**src/rtl/div_radix2_pkg.sv**
```systemverilog
// Shared definitions for the radix-2 restoring divider: FSM encoding,
// default iteration count and small two's-complement helpers.
package div_radix2_pkg;

    localparam int DIV_CYCLES_DEFAULT = 32;

    typedef enum logic [1:0] {
        IDLE = 2'd0,
        BUSY = 2'd1,
        DONE = 2'd2
    } div_state_e;

    // Two's-complement negation of a 32-bit word.
    function automatic logic [31:0] neg32(input logic [31:0] v);
        return (~v) + 32'd1;
    endfunction

    // Magnitude of v when treated as signed; identity when unsigned.
    function automatic logic [31:0] abs32(input logic [31:0] v, input logic is_signed);
        logic [31:0] r;
        if (is_signed && v[31]) begin
            r = neg32(v);
        end else begin
            r = v;
        end
        return r;
    endfunction

endpackage

```
**src/rtl/div_radix2_if.sv**
```systemverilog
// Pipeline-side handshake of the divider: start/operands in, stall/result out.
interface div_radix2_if;

    logic        startE;
    logic        signed_divE;
    logic [31:0] a;
    logic [31:0] b;
    logic        pipe_stall;
    logic        cancel;
    logic        div_stallE;
    logic [63:0] result;
    logic        result_valid;

    // Pipeline / stimulus side.
    modport master (
        output startE, signed_divE, a, b, pipe_stall, cancel,
        input  div_stallE, result, result_valid
    );

    // Divider side.
    modport slave (
        input  startE, signed_divE, a, b, pipe_stall, cancel,
        output div_stallE, result, result_valid
    );

endinterface

```
**src/rtl/div_radix2_step.sv**
```systemverilog
// One restoring shift-subtract step: shift the next dividend bit (MSB of
// quot_i) into the partial remainder, subtract the divisor if it fits and
// shift the resulting quotient bit into the LSB.
module div_step (
    input  logic [31:0] rem_i,
    input  logic [31:0] quot_i,
    input  logic [31:0] divisor_i,
    output logic [31:0] rem_o,
    output logic [31:0] quot_o
);

    logic [32:0] shifted_s;
    logic [32:0] diff_s;

    // Trial subtraction; bit 32 of the difference is the borrow.
    always_comb begin
        shifted_s = {rem_i, quot_i[31]};
        diff_s    = shifted_s - {1'b0, divisor_i};
        if (diff_s[32] == 1'b0) begin
            rem_o  = diff_s[31:0];
            quot_o = {quot_i[30:0], 1'b1};
        end else begin
            rem_o  = shifted_s[31:0];
            quot_o = {quot_i[30:0], 1'b0};
        end
    end

endmodule

```
**src/rtl/div_radix2.sv**
```systemverilog
// Iterative radix-2 restoring divider for DIV/DIVU. Operands are latched as
// magnitudes in the start cycle, one quotient bit is produced per BUSY cycle
// and the sign-corrected {remainder, quotient} is held in DONE until the
// pipeline advances.
module div_radix2
    import div_radix2_pkg::*;
#(
    parameter int DIV_CYCLES = DIV_CYCLES_DEFAULT
) (
    input  logic          clk,
    input  logic          rst,
    div_radix2_if.slave   bus
);

    localparam int CNT_W = (DIV_CYCLES > 1) ? $clog2(DIV_CYCLES) : 1;

    div_state_e  state_q,        state_d;
    logic [CNT_W-1:0] cnt_q,     cnt_d;
    logic [31:0] rem_q,          rem_d;
    logic [31:0] quot_q,         quot_d;
    logic [31:0] divisor_q,      divisor_d;
    logic        q_sign_q,       q_sign_d;
    logic        r_sign_q,       r_sign_d;
    logic        dz_q,           dz_d;
    logic [63:0] result_q,       result_d;
    logic        result_valid_q, result_valid_d;

    logic [31:0] step_rem_s;
    logic [31:0] step_quot_s;
    logic [31:0] lo_s;
    logic [31:0] hi_s;

    div_step u_step (
        .rem_i     (rem_q),
        .quot_i    (quot_q),
        .divisor_i (divisor_q),
        .rem_o     (step_rem_s),
        .quot_o    (step_quot_s)
    );

    // Sign correction of the final step; a zero divisor forces an all-ones
    // quotient, while the remainder naturally comes back as the dividend.
    always_comb begin
        if (dz_q) begin
            lo_s = 32'hFFFF_FFFF;
        end else if (q_sign_q) begin
            lo_s = neg32(step_quot_s);
        end else begin
            lo_s = step_quot_s;
        end
        if (r_sign_q) begin
            hi_s = neg32(step_rem_s);
        end else begin
            hi_s = step_rem_s;
        end
    end

    // Next-state and datapath update; cancel wins over everything.
    always_comb begin
        state_d   = state_q;
        cnt_d     = cnt_q;
        rem_d     = rem_q;
        quot_d    = quot_q;
        divisor_d = divisor_q;
        q_sign_d  = q_sign_q;
        r_sign_d  = r_sign_q;
        dz_d      = dz_q;
        result_d  = result_q;
        if (bus.cancel) begin
            state_d = IDLE;
        end else begin
            case (state_q)
                IDLE: begin
                    if (bus.startE) begin
                        rem_d     = 32'd0;
                        quot_d    = abs32(bus.a, bus.signed_divE);
                        divisor_d = abs32(bus.b, bus.signed_divE);
                        q_sign_d  = bus.signed_divE & (bus.a[31] ^ bus.b[31]);
                        r_sign_d  = bus.signed_divE & bus.a[31];
                        dz_d      = (bus.b == 32'd0);
                        cnt_d     = {CNT_W{1'b0}};
                        state_d   = BUSY;
                    end else begin
                        state_d = IDLE;
                    end
                end
                BUSY: begin
                    rem_d  = step_rem_s;
                    quot_d = step_quot_s;
                    cnt_d  = cnt_q + {{(CNT_W-1){1'b0}}, 1'b1};
                    if (cnt_q == CNT_W'(DIV_CYCLES - 1)) begin
                        result_d = {hi_s, lo_s};
                        state_d  = DONE;
                    end else begin
                        state_d = BUSY;
                    end
                end
                DONE: begin
                    if (!bus.pipe_stall) begin
                        state_d = IDLE;
                    end else begin
                        state_d = DONE;
                    end
                end
                default: begin
                    state_d = IDLE;
                end
            endcase
        end
        result_valid_d = (state_d == DONE);
    end

    // State, datapath and registered outputs.
    always_ff @(posedge clk or posedge rst) begin
        if (rst) begin
            state_q        <= IDLE;
            cnt_q          <= {CNT_W{1'b0}};
            rem_q          <= 32'd0;
            quot_q         <= 32'd0;
            divisor_q      <= 32'd0;
            q_sign_q       <= 1'b0;
            r_sign_q       <= 1'b0;
            dz_q           <= 1'b0;
            result_q       <= 64'd0;
            result_valid_q <= 1'b0;
        end else begin
            state_q        <= state_d;
            cnt_q          <= cnt_d;
            rem_q          <= rem_d;
            quot_q         <= quot_d;
            divisor_q      <= divisor_d;
            q_sign_q       <= q_sign_d;
            r_sign_q       <= r_sign_d;
            dz_q           <= dz_d;
            result_q       <= result_d;
            result_valid_q <= result_valid_d;
        end
    end

    // The stall must rise in the start cycle itself, so it is combinational.
    assign bus.div_stallE   = ~rst & ~bus.cancel &
                              ((bus.startE & (state_q == IDLE)) | (state_q == BUSY));
    assign bus.result       = result_q;
    assign bus.result_valid = result_valid_q;

endmodule

```
**src/flat_wrapper.sv**
```systemverilog
// flat-port wrapper written by rule: the top's interface ports become plain ports
module div_radix2_flat import div_radix2_pkg::*;
#(
    parameter int DIV_CYCLES = DIV_CYCLES_DEFAULT
)
  (clk, rst, bus_startE, bus_signed_divE, bus_a, bus_b, bus_pipe_stall, bus_cancel, bus_div_stallE, bus_result, bus_result_valid);
  div_radix2_if bus_i ();
  input  logic clk;
  input  logic rst;
  input wire logic [$bits(bus_i.startE)-1:0] bus_startE;
  input wire logic [$bits(bus_i.signed_divE)-1:0] bus_signed_divE;
  input wire logic [$bits(bus_i.a)-1:0] bus_a;
  input wire logic [$bits(bus_i.b)-1:0] bus_b;
  input wire logic [$bits(bus_i.pipe_stall)-1:0] bus_pipe_stall;
  input wire logic [$bits(bus_i.cancel)-1:0] bus_cancel;
  output wire logic [$bits(bus_i.div_stallE)-1:0] bus_div_stallE;
  output wire logic [$bits(bus_i.result)-1:0] bus_result;
  output wire logic [$bits(bus_i.result_valid)-1:0] bus_result_valid;
  assign bus_i.startE = bus_startE;
  assign bus_i.signed_divE = bus_signed_divE;
  assign bus_i.a = bus_a;
  assign bus_i.b = bus_b;
  assign bus_i.pipe_stall = bus_pipe_stall;
  assign bus_i.cancel = bus_cancel;
  assign bus_div_stallE = bus_i.div_stallE;
  assign bus_result = bus_i.result;
  assign bus_result_valid = bus_i.result_valid;
  div_radix2 #(.DIV_CYCLES(DIV_CYCLES)) u_core (.clk(clk), .rst(rst), .bus(bus_i));
endmodule
```
**config.mk**
```make
export PLATFORM = sky130hd
export DESIGN_NAME = div_radix2_flat
export DESIGN_NICKNAME = d
export VERILOG_FILES = /design/src/rtl/div_radix2_pkg.sv /design/src/rtl/div_radix2_if.sv /design/src/rtl/div_radix2_step.sv /design/src/rtl/div_radix2.sv /design/src/flat_wrapper.sv
export SDC_FILE = /design/constraint.sdc
export NUM_CORES = 1
export LEC_CHECK = 0
export CORE_UTILIZATION = 52
export CTS_CLUSTER_SIZE = 25
export DETAILED_ROUTE_END_ITERATION = 16
export GPL_ROUTABILITY_DRIVEN = 0
export GPL_TIMING_DRIVEN = 1
export PLACE_DENSITY = 0.8
export SLEW_MARGIN = 10
export SYNTH_ARGS = -nofsm -noshare
export SYNTH_HDL_FRONTEND = slang
export SYNTH_SLANG_ARGS = --single-unit
```
**constraint.sdc**
```tcl
create_clock -name clk -period 6.6 [get_ports clk]
set_input_delay 1.98 -clock clk [delete_from_list [all_inputs] [get_ports clk]]
set_output_delay 1.98 -clock clk [all_outputs]
set_load 0.05 [all_outputs]
```
# Word level (Yosys, flattened, before mapping)
# Index checks and enable logic that the tools add are counted.
# totals
regBits,171
out_inout_bits,66
inputBits,70
# op_classes
eq_ne,5
bitwise,13
addsub,6
n_reduce_logical,8
muxes,18
# op_table
cell,n
32-bit two-way mux,8
"32-bit by 1-bit adder with 32-bit output, second input constant",4
32-bit inverter,4
32-bit case mux with 2 select lines,2
33-bit by 32-bit subtractor with 33-bit output,1
32-bit zero test,1
5-bit case mux with 2 select lines,1
3-bit AND reduction,3
2-bit two-way mux,3
2-bit case mux with 3 select lines,1
"5-bit by 1-bit adder with 5-bit output, second input constant",1
1-bit AND,5
"5-bit equality test, second input constant",1
5-bit two-way mux,1
"2-bit equality test, second input constant",2
"2-bit by 1-bit equality test with 1-bit output, second input constant",1
1-bit logical AND,2
2-bit zero test,1
1-bit two-way mux,2
"2-bit != test, second input constant",1
1-bit inverter,2
2-bit nonzero test,1
1-bit OR,1
1-bit bitwise XOR,1

# Longest topological paths before layout
# Gate-level depths: netlist of run 1.
# depth
depth_word,6
ltp_mapped,23
depth_no_buf,20

# Modules after synthesis
# A second synthesis of run 1 with hierarchy kept.
# unflattened
cells_unflattened,1356
area_unflattened_um2,12011.5
# modules_own_cells
mod,cells_per_inst,n_inst,area_each_um2
div_radix2,1020,1,9420.3
div_step,336,1,2591.2

# Worst setup path before layout of run 1
# Ideal clock, no wire load.
# synth_path
path_kind,input to output
startpoint,in bus_cancel
endpoint,out bus_div_stallE
slack_ns,1.273
arrival_time_ns,3.347
required_time_ns,4.620
stages,5
path_cell_list,nor2_1 > o21ai_0 > clkbuf_1 > clkbuf_1 > nor2_1
# synth_between
elab_chain_cells,3
# synth_lines
item,line,rtl
from (decl),flat_wrapper.sv:15,input wire logic [$bits(bus_i.cancel)-1:0] bus_cancel;
1-bit inverter (no line),-,
1-bit AND (2 in a row),div_radix2.sv:141,assign bus.div_stallE = ~rst & ~bus.cancel &
to (decl),flat_wrapper.sv:16,output wire logic [$bits(bus_i.div_stallE)-1:0] bus_div_stallE;
# Every way passes these cells.

# Worst setup path after layout of run 1
# Ends and elaborated chain as after synthesis.

==> results.sh, run 1 <==
export IMPL_synth_cell_types=87
export IMPL_hp_class="reg2reg"
export IMPL_grt_pass1_vias=10584
export IMPL_min_delay_start="u_core.divisor_q[20]$_DFFE_PP0P_"
export IMPL_p_per_area_nw_per_um2=228
export IMPL_fillers=2046
export IMPL_maxCapViolCount=0
export IMPL_crit_type="in2out"
export IMPL_fp_dieH_um=156
export IMPL_fp_row_count=56
export IMPL_multiInputGateArea_um2=7490
export IMPL_critPathArrivalTime_ns=3.87
export IMPL_dp_cells=1906
export IMPL_slew_violations=0
export IMPL_timing_rr_start="u_core.quot_q[31]$_DFFE_PP0P_"
export IMPL_netlist_area_leader_share=0.347
export IMPL_fin_skew_ns=0.0156
export IMPL_io_pins=136
export IMPL_routed_wl_mm=33.9
export IMPL_finalSetupTns_ns=0
export IMPL_cts_tree="done"
export IMPL_clock_fmax_mhz=171
export IMPL_total_power_mw=3.28
export IMPL_syn_nets=1639
export IMPL_cts_max_level=4
export IMPL_start_util=0.528
export IMPL_dieArea_um2=24400
export IMPL_grt_first_pass_wirelength_mm=55.3
export IMPL_ff2ff_path_depth=20
export IMPL_grt_max_degree=172
export IMPL_drtAntennaViolNets=0
export IMPL_clockBufferDepth=2
export IMPL_antenna_found_initial=1
export IMPL_rsz0062_at_grt="no"
export IMPL_synth_most_common_cell="nand2_1"
export IMPL_peakVddDrop_uv=128
export IMPL_ys_warnings_count=0
export IMPL_r2r_end="u_core.bus.result[58]$_DFFE_PP0P_"
export IMPL_final_cell_area_um2=14400
export IMPL_gr_total_overflow=0
export IMPL_cts_setup_buffers=0
export IMPL_max_slew_margin_rel=0.191
export IMPL_path_max_fanout=6
export IMPL_yosysSeqAreaShare=0.347
export IMPL_cts_sinks=171
export IMPL_end_kind="output pin"
export IMPL_hold_depth=2
export IMPL_drt_iter0_markers=1282
export IMPL_synth_area_um2=12300
export IMPL_place_area_um2=13800
export IMPL_synth_edf_count=0
export IMPL_wl_per_cell_um=17.5
export IMPL_area_delta_synth_final_pct=16.5
export IMPL_clk_latency_ns=0.44
export IMPL_core_area_um2=23400
export IMPL_track_usage=0.284
export IMPL_cts_reportedPaths_clkPinSlew_ns=0.07
export IMPL_nets=1715
export IMPL_portBuffers=135
export IMPL_min_to="u_core.divisor_q[20]$_DFFE_PP0P_"
export IMPL_tightest_slew_ns=1.21
export IMPL_ys_flop_type="dfrtp_1"
export IMPL_cts_buffers=17
export IMPL_drt_vias_per_instance=6.01
export IMPL_remaining_drc_errors=0
export IMPL_dr_pass1_iters=5
export IMPL_die_w_um=156
export IMPL_power_leakage_nw=6.12
export IMPL_synthTopCellsByCount="nand2_1 (209), o21ai_0 (182), dfrtp_1 (171), nor2_1 (133), a21oi_1 (126)"
export IMPL_synth_avg_cell_area_um2=8.07
export IMPL_async_reset_ff_frac=1.00
export IMPL_antenna_cells=0
export IMPL_crit_required_ns=4.62
export IMPL_synthTopCellsByArea="dfrtp_1 (35%), o21ai_0 (7.4%), nand2_1 (6.4%)"
export IMPL_start_kind="input pin"
export IMPL_cts_resized=0
export IMPL_period_needed_ns=5.85
export IMPL_instances_no_fill=1938
export IMPL_final_hold_violation_count=0
export IMPL_syn_inst=1530
export IMPL_setup_viol=0
export IMPL_status="finished clean"
export IMPL_rrSetupSlack_ns=1.11
export IMPL_root_buffer="clkbuf_16"
export IMPL_dpl_hpwl_mm=24.9
export IMPL_postCtsHoldBufs=0
export IMPL_min_period_over_period=0.887
export IMPL_synth_seq_cells=171
export IMPL_register_area_um2=4280
export IMPL_yosysTopAreaCell="dfrtp_1"
export IMPL_drive_above_1_share=0.0562
export IMPL_num_vias=11655
==> registers in the layout (all words and copies together), names as in the netlist <==
name,flops
u_core.dz_q,1
u_core.rem_q,32
u_core.r_sign_q,1
u_core.bus.result_valid,1
u_core.quot_q,32
u_core.bus.result,64
u_core.q_sign_q,1
u_core.cnt_q,5
u_core.state_q,2
u_core.divisor_q,32
==> how the worst max path moves through the flow <==
stage / startpoint / to
after floorplan: bus_cancel / bus_div_stallE
after global placement: bus_cancel / bus_div_stallE
after detailed placement: bus_cancel / bus_div_stallE
after CTS: bus_cancel / bus_div_stallE
after global routing: bus_cancel / bus_div_stallE
final: bus_cancel / bus_div_stallE
==> placed cells by master, fill, tap and decap left out, drive strengths merged, types with 5 or more instances in the layout <==
cell type and count:
nand2 209, o21ai 186, dfrtp 171, clkdlybuf4s50 135, nor2 133, a21oi 130
xor2 73, xnor2 55, inv 54, ha 38, or3 32, nor3 28
o31ai 27, nand3 24, mux2i 24, a21o 23, and2 20, or4 19
clkbuf 18, a31oi 17, nor4 16, o41ai 16, nand4 15, and3 14
o211ai 13, nand2b 10, buf 10, a211oi 9, o21a 8, clkinv 7
a21boi 6, o2111ai 5, a22o 5
==> through the flow <==
stage	utilization	hold WS (ns)	setup WS (ns)
after global placement	0.590	0.461	0.761
after floorplan	-	0.450	1.27
after global routing	0.615	0.504	0.653
after detailed placement	0.590	0.471	0.749
after CTS	0.615	0.487	0.746
final	0.615	0.482	0.747
==> metal layers <==
layer | track usage | part of all wire
met1 | 0.429 | 0.47
met2 | 0.400 | 0.41
met3 | 0.0672 | 0.10
met4 | 0.0794 | 0.016
met5 | 0 | 0
==> where the power goes <==
part,total (mW),internal (mW),switching (mW)
Clock,1.01,0.518,0.496
Combinational,0.989,0.378,0.610
Sequential,1.28,1.14,0.135
Total,3.28,2.04,1.24
==> worst max-delay path, cell delays in order <==
cell	delay (ns)
clkdlybuf4s50_1	0.50
nor2_1	0.30
o21ai_4	0.17
nor2_1	0.11
clkdlybuf4s50_1	0.80
==> final cells by class <==
cell class                      count  share of cell area
Clock buffer                       18              0.0305
Clock inverter                     14              0.0109
Inverter                           49              0.0130
Multi-Input combinational cell   1222               0.521
Sequential cell                   171               0.297
Tap cell                          319              0.0277
Timing Repair Buffer              145               0.100
==> cell families (layout without fill, tap and decap cells) <==
logic type / Yosys count / in the layout / share of synthesized area
and+or+nand+nor: 542 / 542 / 0.206
AOI/OAI and AO/OA: 486 / 486 / 0.245
DFF: 171 / 171 / 0.347
buffers and inverters: 137 / 226 / 0.0495
xor gates and xnor gates: 128 / 128 / 0.0908
adders and majority gates: 39 / 39 / 0.0401
muxes: 27 / 27 / 0.0222
Power figures use the tool's default switching activity.
==> run 2: changes to the inputs <==
--- a/config.mk
+++ b/config.mk
@@ -5,12 +5,13 @@
 export SDC_FILE = /design/constraint.sdc
 export NUM_CORES = 1
 export LEC_CHECK = 0
-export CORE_UTILIZATION = 52
+export ABC_AREA = 1
+export CORE_UTILIZATION = 53
 export CTS_CLUSTER_SIZE = 25
 export DETAILED_ROUTE_END_ITERATION = 16
 export GPL_ROUTABILITY_DRIVEN = 0
 export GPL_TIMING_DRIVEN = 1
-export PLACE_DENSITY = 0.8
+export PLACE_DENSITY = 0.81
 export SLEW_MARGIN = 10
 export SYNTH_ARGS = -nofsm -noshare
 export SYNTH_HDL_FRONTEND = slang
==> run 2 against run 1 <==
Net effect:
- combinational power rose to 4.9 times the previous value
- largest power group is now combinational logic
- cell count up 30%
- via count up 21%
- sequential share of layout area down 2.1 points
- register-to-register slack better by 0.40 ns
- sequential power up 12%
- worst hold slack worse by 0.00055 ns
- routed wire length up 19%
- critical endpoint unchanged
- setup slack better by 0.52 ns
- die area up 5.1%
- highest routed layer unchanged
- non-clock buffer count up 2
- first-iteration DRC count up 12%
==> results.sh, run 2 <==
export IMPL_status="finished clean"
export IMPL_synth_seq_cells=171
export IMPL_dpl_hpwl_mm=30.3
export IMPL_crit_type="in2out"
export IMPL_drt_iter0_markers=1436
export IMPL_start_kind="input pin"
export IMPL_cts_reportedPaths_clkPinSlew_ns=0.07
export IMPL_rsz0062_at_grt="no"
export IMPL_cts_buffers=17
export IMPL_cp_slowest_stage_delay_ns=0.45
export IMPL_remaining_drc_errors=0
export IMPL_ys_warnings_count=0
export IMPL_netlist_area_leader_share=0.323
export IMPL_period_needed_ns=5.33
export IMPL_cts_setup_buffers=0
export IMPL_setup_viol=0
export IMPL_min_period_over_period=0.807
export IMPL_area_delta_synth_final_pct=16.9
export IMPL_drt_vias_per_instance=5.59
export IMPL_start_util=0.543
export IMPL_cts_resized=0
export IMPL_drive_above_1_share=0.0469
export IMPL_synth_edf_count=0
export IMPL_pre_cts_ws_ns=1.28
export IMPL_finalSetupTns_ns=0
export IMPL_gr_total_overflow=0
export IMPL_path_max_fanout=4
export IMPL_clk_latency_ns=0.44
export IMPL_postCtsHoldBufs=0
export IMPL_clockBufferDepth=2
export IMPL_cp_num_buf_inv=4
export IMPL_track_usage=0.319
export IMPL_crit_family="buffers and inverters"
export IMPL_synthTopCellsByCount="nand2_1 (687), inv_1 (292), nor2_1 (198), dfrtp_1 (171), nand3_1 (143)"
export IMPL_finalWorstSetupSlack_ns=1.27
export IMPL_fin_skew_ns=0.0114
export IMPL_peakVddDrop_uv=322
export IMPL_io_pins=136
export IMPL_die_w_um=160
export IMPL_fp_row_count=57
export IMPL_final_cell_mix="nand2_1 (686), inv_1 (291), nor2_1 (197), dfrtp_1 (171), nand3_1 (143)"
export IMPL_synth_avg_cell_area_um2=6.36
export IMPL_routed_wl_mm=40.2
export IMPL_largest_reg_flops=64
export IMPL_total_power_mw=7.40
export IMPL_p_per_area_nw_per_um2=478
export IMPL_dieArea_um2=25600
export IMPL_max_slew_margin_rel=0.302
export IMPL_yosysTopAreaCell="dfrtp_1"
export IMPL_synth_area_um2=13200
export IMPL_tightest_slew_ns=1.05
export IMPL_syn_nets=2190
export IMPL_critPathSlowestCell="clkdlybuf4s50_1"
export IMPL_wl_per_cell_um=16.0
export IMPL_final_hold_violation_count=0
export IMPL_dr_pass1_iters=6
export IMPL_crit_path_cell_trace="clkdlybuf4s50_1 > nor2_1 > clkinv_1 > nand2_2 > clkinv_1 > nor2_1 > buf_12"
export IMPL_ys_flop_type="dfrtp_1"
export IMPL_antenna_cells=0
export IMPL_yosysSeqAreaShare=0.323
export IMPL_power_leakage_nw=8.09
export IMPL_cts_sinks=171
export IMPL_crit_required_ns=4.62
export IMPL_async_reset_ff_frac=1.00
export IMPL_synthTopCellsByArea="dfrtp_1 (32%), nand2_1 (19%), inv_1 (8.3%)"
export IMPL_antenna_found_initial=0
export IMPL_syn_inst=2081
export IMPL_end_kind="output pin"
export IMPL_drtAntennaViolNets=0
export IMPL_fp_dieH_um=160
export IMPL_num_vias=14103
export IMPL_synth_cell_types=49
export IMPL_hp_class="reg2reg"
export IMPL_critPathArrivalTime_ns=3.35
export IMPL_cts_tree="done"
export IMPL_root_buffer="clkbuf_16"
export IMPL_grt_pass1_vias=13124
export IMPL_layout_commonest_cell="nand2_1"
export IMPL_maxCapViolCount=0
export IMPL_grt_max_degree=172
export IMPL_clock_fmax_mhz=188
export IMPL_nets=2293
export IMPL_slew_violations=0
export IMPL_grt_first_pass_wirelength_mm=65.1
export IMPL_cts_max_level=4
export IMPL_core_area_um2=24400
export IMPL_synth_most_common_cell="nand2_1"
export IMPL_portBuffers=135
[run 2: metrics by stage]
stage	hold WS [ns]	instances	util	cell area, µm²
2_1_floorplan	0.447	2081	-	13200
3_3_place_gp	0.464	2489	0.608	14800
3_5_place_dp	0.471	2489	0.608	14800
4_1_cts	0.488	2521	0.634	15500
5_1_grt	0.502	2521	0.634	15500
6_report	0.481	2521	0.634	15500
[run 2: layout make-up]
| type | instances | area [µm²] |
|---|---|---|
| tap | 324 | 405 |
| clock inverter | 12 | 176 |
| inverter | 307 | 1160 |
| fill | 2235 | 8920 |
| clock buffer | 20 | 457 |
| timing repair buffer | 147 | 1460 |
| multi-input combinational | 1540 | 7530 |
| sequential | 171 | 4280 |
[run 2: path summary, 6_finish.rpt]
kind                                                     end  slack, ns                         startpoint  depth (start not counted)
min in group asynchronous  u_core.bus.result_valid$_DFF_PP0_       2.08                                rst                          3
max reg2reg                u_core.bus.result[24]$_DFFE_PP0P_       1.51      u_core.quot_q[31]$_DFFE_PP0P_                         28
max in group asynchronous       u_core.quot_q[5]$_DFFE_PP0P_       3.66                                rst                          3
min                        u_core.bus.result[40]$_DFFE_PP0P_       0.48  u_core.bus.result[40]$_DFFE_PP0P_                          2
min reg2reg                u_core.bus.result[40]$_DFFE_PP0P_       0.48  u_core.bus.result[40]$_DFFE_PP0P_                          2
max                                           bus_div_stallE       1.27                         bus_cancel                          7
[run 2: worst reg2reg max path: cells and delay by family (launching register included)]
family	cells	cell delay, ns
AO/OA/AOI/OAI	2	0.28
buffers and inverters	4	0.42
adder cells (fa/ha/maj)	3	0.99
flip-flops	1	0.33
AND/OR/NAND/NOR	19	2.98
[run 2: cell families (layout without fill, tap and decap cells)]
group	count (synthesis)	count (layout)	share of synthesized area
DFF	171	171	0.323
buffers and inverters	370	486	0.108
AOI/OAI and AO/OA	311	311	0.134
xor gates and xnor gates	60	60	0.0397
and+or+nand+nor	1129	1129	0.357
adders and majority gates	39	39	0.0374
muxes	1	1	0.000756
[run 2: where the power goes]
| part | switching (mW) | leakage, nW | total [mW] | internal (mW) |
|---|---|---|---|---|
| clock network | 0.472 | 0.305 | 1.10 | 0.630 |
| logic | 3.37 | 5.52 | 4.87 | 1.50 |
| registers | 0.201 | 2.26 | 1.43 | 1.23 |
| total | 4.05 | 8.09 | 7.40 | 3.35 |
[run 2: layer usage]
metal	part of all wire	GRT usage
met3	0.076	0.0447
met1	0.42	0.414
met5	0	0
met4	0.055	0.181
met2	0.45	0.511
